`config.mk`:
```
export PLATFORM = sky130hd
export DESIGN_NAME = ahb_lite_multi_master_arbiter
export DESIGN_NICKNAME = d
export VERILOG_FILES = /design/src/rtl/ahb_lite_multi_master_arbiter_pkg.sv /design/src/rtl/ahb_lite_multi_master_arbiter_picker.sv /design/src/rtl/ahb_lite_multi_master_arbiter.sv
export SDC_FILE = /design/constraint.sdc
export NUM_CORES = 1
export LEC_CHECK = 0
export CAP_MARGIN = 30
export CORE_ASPECT_RATIO = 0.7
export CORE_MARGIN = 2
export CORE_UTILIZATION = 49
export DETAILED_ROUTE_END_ITERATION = 12
export PLACE_DENSITY = 0.76
export SLEW_MARGIN = 20
export SYNTH_ARGS = -nofsm -noshare
export SYNTH_HDL_FRONTEND = slang
export SYNTH_HIERARCHICAL = 1
export SYNTH_SLANG_ARGS = --single-unit
export TNS_END_PERCENT = 50
```
`constraint.sdc`:
```
create_clock -name HCLK -period 3 [get_ports HCLK]
set_clock_uncertainty 0.1 [all_clocks]
set_input_delay 0.9 -clock HCLK [delete_from_list [all_inputs] [get_ports HCLK]]
set_output_delay 0.9 -clock HCLK [all_outputs]
set_load 0.005 [all_outputs]
```
`src/rtl/ahb_lite_multi_master_arbiter_pkg.sv`:
```
// Shared bus types for the AHB-Lite arbiter and related fabric blocks.
//   HTRANS_state : AHB transfer type carried on each master's HTRANS
//   arb_state_t  : arbiter FSM encoding (ARB_IDLE / ARB_GRANT / ARB_HANDOVER)
//   ARB_FIXED / ARB_RR : arbitration mode selectors
package ahb_lite_multi_master_arbiter_pkg;

  typedef enum logic [1:0] {
    IDLE   = 2'b00,
    BUSY   = 2'b01,
    NONSEQ = 2'b10,
    SEQ    = 2'b11
  } HTRANS_state;

  typedef logic [1:0] arb_state_t;
  localparam arb_state_t ARB_IDLE     = 2'd0;
  localparam arb_state_t ARB_GRANT    = 2'd1;
  localparam arb_state_t ARB_HANDOVER = 2'd2;

  localparam int ARB_FIXED = 0;
  localparam int ARB_RR    = 1;

  // A master is asking for the bus only with an active transfer type;
  // BUSY merely keeps an existing grant alive.
  function automatic logic is_request(input HTRANS_state t);
    return (t == NONSEQ) || (t == SEQ);
  endfunction

endpackage

```
`src/rtl/ahb_lite_multi_master_arbiter_picker.sv`:
```
// arb_rr_picker: combinational winner selection over a request vector.
//   req    : one bit per requester
//   rr_ptr : first index considered when mode=1 (round-robin)
//   mode   : 0 = lowest index wins, 1 = first requester at/after rr_ptr (wrapping)
//   winner : selected index (0 when valid=0)
//   valid  : at least one requester present
module arb_rr_picker #(
  parameter int N   = 3,
  parameter int IDW = 2
) (
  input  logic [N-1:0]   req,
  input  logic [IDW-1:0] rr_ptr,
  input  logic           mode,
  output logic [IDW-1:0] winner,
  output logic           valid
);

  always_comb begin
    int start;
    int idx;
    winner = '0;
    valid  = 1'b0;
    start  = mode ? int'(rr_ptr) : 0;
    idx    = 0;
    // Walk all N slots once, starting at 'start' and wrapping at N.
    for (int i = 0; i < N; i++) begin
      idx = start + i;
      if (idx >= N) idx = idx - N;
      if (!valid && req[idx]) begin
        valid  = 1'b1;
        winner = IDW'(idx);
      end
    end
  end

endmodule

```
`src/rtl/ahb_lite_multi_master_arbiter.sv`:
```
// ahb_lite_multi_master_arbiter: N-master AHB-Lite bus arbiter.
//   HCLK          : bus clock, all state on rising edge
//   HRESET        : synchronous active-high reset
//   i_HTRANS[i]   : transfer type of master i (NONSEQ/SEQ = request)
//   i_slave_done  : per-master end-of-burst pulse (only the owner's bit matters)
//   o_HREADY      : registered one-hot grant
//   o_grant_id    : index of current (or most recent) owner
//   o_bus_busy    : a master currently owns the bus
//   o_timeout     : one-cycle pulse when the watchdog alone forced a release
//   o_dbg_state   : current FSM state
//
// Handshake: a master raises its request (HTRANS NONSEQ/SEQ) and keeps it up;
// the grant is o_HREADY[i]=1, registered one cycle after the arbitration edge.
// The grant stays until the owner pulses done, drops HTRANS to IDLE, or the
// watchdog expires; then one dead cycle (ARB_HANDOVER) precedes re-arbitration.
module ahb_lite_multi_master_arbiter
  import ahb_lite_multi_master_arbiter_pkg::*;
#(
  parameter int N_MASTERS      = 3,
  parameter int ARB_MODE       = 1,
  parameter int TIMEOUT_CYCLES = 64,
  localparam int IDW = (N_MASTERS > 1) ? $clog2(N_MASTERS) : 1,
  localparam int WDW = $clog2(TIMEOUT_CYCLES)
) (
  input  logic                 HCLK,
  input  logic                 HRESET,
  input  HTRANS_state          i_HTRANS [N_MASTERS],
  input  logic [N_MASTERS-1:0] i_slave_done,
  output logic [N_MASTERS-1:0] o_HREADY,
  output logic [IDW-1:0]       o_grant_id,
  output logic                 o_bus_busy,
  output logic                 o_timeout,
  output arb_state_t           o_dbg_state
);

  localparam logic [WDW-1:0] WD_MAX = WDW'(TIMEOUT_CYCLES - 1);

  arb_state_t           state;
  logic [IDW-1:0]       rr_ptr;
  logic [WDW-1:0]       wdog;
  logic [N_MASTERS-1:0] req;
  logic [IDW-1:0]       pick_winner;
  logic                 pick_valid;
  logic                 rel_done;
  logic                 rel_abandon;
  logic                 rel_wdog;
  logic                 release_now;
  logic [IDW-1:0]       rr_next;

  always_comb begin
    req = '0;
    for (int i = 0; i < N_MASTERS; i++) begin
      req[i] = is_request(i_HTRANS[i]);
    end
  end

  arb_rr_picker #(
    .N   (N_MASTERS),
    .IDW (IDW)
  ) u_picker (
    .req    (req),
    .rr_ptr (rr_ptr),
    .mode   (1'(ARB_MODE == ARB_RR)),
    .winner (pick_winner),
    .valid  (pick_valid)
  );

  // o_grant_id doubles as the owner register: it is only loaded on a grant.
  always_comb begin
    rel_done    = i_slave_done[o_grant_id];
    rel_abandon = (i_HTRANS[o_grant_id] == IDLE);
    rel_wdog    = (wdog == WD_MAX);
    release_now = rel_done || rel_abandon || rel_wdog;
    rr_next     = (o_grant_id == IDW'(N_MASTERS - 1)) ? '0 : o_grant_id + IDW'(1);
  end

  always_ff @(posedge HCLK) begin
    if (HRESET) begin
      state      <= ARB_IDLE;
      o_HREADY   <= '0;
      o_grant_id <= '0;
      o_bus_busy <= 1'b0;
      o_timeout  <= 1'b0;
      rr_ptr     <= '0;
      wdog       <= '0;
    end else begin
      o_timeout <= 1'b0;
      case (state)
        ARB_IDLE: begin
          wdog <= '0;
          if (pick_valid) begin
            state      <= ARB_GRANT;
            o_HREADY   <= N_MASTERS'(1) << pick_winner;
            o_grant_id <= pick_winner;
            o_bus_busy <= 1'b1;
          end
        end
        ARB_GRANT: begin
          if (release_now) begin
            state      <= ARB_HANDOVER;
            o_HREADY   <= '0;
            o_bus_busy <= 1'b0;
            rr_ptr     <= rr_next;
            wdog       <= '0;
            // Flag only releases the watchdog caused on its own.
            o_timeout  <= rel_wdog && !rel_done && !rel_abandon;
          end else if (wdog != WD_MAX) begin
            wdog <= wdog + WDW'(1);
          end
        end
        ARB_HANDOVER: begin
          state <= ARB_IDLE;
          wdog  <= '0;
        end
        default: begin
          state      <= ARB_IDLE;
          o_HREADY   <= '0;
          o_bus_busy <= 1'b0;
          wdog       <= '0;
        end
      endcase
    end
  end

  assign o_dbg_state = state;

endmodule

```
==> results.toml <==
[logic_synthesis]
synth_top_area_share_pct = 35.37
netlist_area_um2 = 962.2
synth_area_leader_cell = "dfxtp_1"
synth-seq-cells = 17
syn_avg_cell_area_um2 = 8.747
synth_edf_count = 0
synth_common_cells = "dfxtp_1, nor2_1, a21oi_1, nand3_1, nand2_1"
synth_area_leaders = "dfxtp_1, nor2_1, a21oi_1"
async_flop_share_pct = 0
synth_most_common_cell = "dfxtp_1"
synth.distinct_cells = 41
synth_warnings = 6
syn_inst = 110
synth-main-ff-cell = "dfxtp_1"
yosysSeqAreaShare_pct = 35.37

[cells_and_area]
post-route-util_pct = 69.70
syn_to_final_growth_pct = 34.33
diodes = 0
drive_gt1_share_pct = 17.93
seqCellArea_um2 = 340.3
final_area_um2 = 1292
fin_cells = 167
fillers = 156
multiInputGateArea_um2 = 606.8
fin_nets = 159

[critical_path]
path_cells = "clkdlybuf4s50_1 -> and4b_1 -> a31oi_1 -> o221ai_1 -> a2111o_1 -> a21o_2 -> or3b_2 -> o221ai_1"
worst_setup_path_start_kind = "primary input"
rr_startpoint = "rr_ptr[1]$_SDFFE_PP0P_"
slowest_delay_ns = 0.44
worst_ep_arrival_time_ns = 2.94
cp_max_fo = 2
cp_common_cell = "o221ai_1"
critPathSlowestCell = "or3b_2"
critical-path-top-delay-family = "compound AO/OA/AOI/OAI gates"
critPathBufInv = 1
crit_path_start = "i_HTRANS[3]"
worstSetupPathType = "primary input to register"
crit_required_ns = 3.12
endpoint_kind = "register"

[grt]
met2_usage_pct = 38.51
grt_use_met3_pct = 6.625
grt_pass1_wl_um = 3677
grt_use_met1_pct = 25.28
grt.busiest_layer = "met2"
grt-ovfl-total = 0
antenna_found_initial = 0
grt_usage_pct = 21.17
grt_max_degree = 10
first_global_vias = 847

[die]
io_pins = 20
die-area_um2 = 2340
die_h_um = 41.08
core_um2 = 1854
rows = 13
initial_utilization_pct = 51.89
die_x_um = 56.97

[clock_network]
cts_buffers = 3
clk_pin_slew_ns = 0.10
htree_levels = 1
cts_setup_buffers = 0
cts_resized = 0
cts.sinks = 17
cts_buffer_depth = 2
clock_latency_ns = 0.29
hold_buffers = 0
cts_tree = "built"
root_buffer = "clkbuf_4"

[pwr]
p_leak_nw = 0.5009
vdd_drop_max_uv = 268.9
p_per_area_nw_per_um2 = 433.8

[drt]
drt-initial-drc-count = 20
vias = 904
routedWlPerCell_um = 12.44
drt-total-wl_um = 2077
dr.pass1.iters = 4
drtAntennaViolNets = 0
drc = 0
vias_per_cell = 5.413

[sta]
worst_slack_ns = 0.1800
setup_tns_ns = 0
slew_violations = 0
rsz0062_at_grt = "no"
hold_violations = 0
fin_crit_sh_pct = 94.00
period_needed_ns = 2.820
fmaxAchievable_mhz = 354.6
finalSetupViolCount = 0

[placed_design]
portBuffers = 19
place_inst = 163
place_ws_ns = -0.1151
dpl_cell_area_um2 = 1266
hpwl_um = 1706
gp_congestion = 0.8234

[hold_path]
hp-class = "register to register"
worstHoldStart = "o_bus_busy$_SDFFE_PP0P_"

[run_status]
status = "finished, final reports clean"

[run]
drv_cap = 0
-- power breakdown --
group          internal, mW  leakage [nW]  total [mW]  switching [mW]
clock network        0.0516        0.0150       0.119          0.0671
logic                 0.107         0.348       0.180          0.0734
registers             0.242         0.138       0.262          0.0203
total                 0.400         0.501       0.561           0.161
-- placed cells by master (no fill, tap or decap), types with 2 or more instances in the layout --
cell type	instances
clkdlybuf4s50_1	19
a31oi_1	2
a21oi_1	7
xor2_1	2
nand2_1	6
nand3b_1	2
conb_1	6
nand2b_1	3
o221ai_1	2
buf_4	11
mux2i_1	3
o21ai_0	3
dfxtp_1	17
nor2b_1	2
nand3_1	7
clkbuf_4	3
ha_1	2
inv_1	5
nand4b_1	4
o21bai_1	2
nor2_1	14
-- state kept, by name (all words and copies together) (netlist names) --
register and cells:
o_HREADY 3, o_bus_busy 1, o_dbg_state 2, o_grant_id 2, o_timeout 1, rr_ptr 2
wdog 6
-- kinds of logic (layout without fill, tap and decap cells) --
family	Yosys count	count (layout)	synth area share [%]
DFF	17	17	35.37
buffers and inverters	9	39	3.511
other	1	6	0.3897
and+or+nand+nor	49	49	31.60
xor gates and xnor gates	3	3	2.731
muxes	3	3	3.121
AOI/OAI and AO/OA	26	26	20.68
adders and majority gates	2	2	2.600
-- cell type report --
type	count	area share, %
Inverter	5	1.452
Multi-Input combinational cell	89	46.95
Clock buffer	4	2.033
Sequential cell	17	26.33
Tap cell	22	2.130
Timing Repair Buffer	30	21.10
-- worst register-to-register path: cells and delay by family (launching register included) --
family | cells | cell delay (ns)
AOI/OAI and AO/OA | 3 | 0.71
and+or+nand+nor | 3 | 0.60
DFF | 1 | 0.46
adders and majority gates | 1 | 0.38
muxes | 1 | 0.20
-- stage by stage --
| stage | total power, mW | hold slack [ns] |
|---|---|---|
| 6_report | 0.5607 | 0.3728 |
| 5_1_grt | 0.5983 | 0.3802 |
| 4_1_cts | 0.5689 | 0.3770 |
| 3_5_place_dp | 0.4470 | 0.3633 |
| 3_3_place_gp | 0.4430 | 0.3563 |
| 2_1_floorplan | 0.3652 | 0.3417 |
-- worst paths after layout --
kind | end | slack, ns | cells after the start
min | o_bus_busy$_SDFFE_PP0P_ | 0.37 | 2
min reg2reg | o_bus_busy$_SDFFE_PP0P_ | 0.37 | 2
max reg2reg | o_HREADY[1]$_SDFFE_PP0P_ | 0.50 | 8
max | o_HREADY[1]$_SDFFE_PP0P_ | 0.18 | 8
-- metal layers --
layer,vias up,share of wire (%)
met2,19,46
met1,413,48
met5,-,0
met4,0,0.48
met3,2,5.9
li1,470,-
Note: power is estimated with default switching activity, not from simulation.
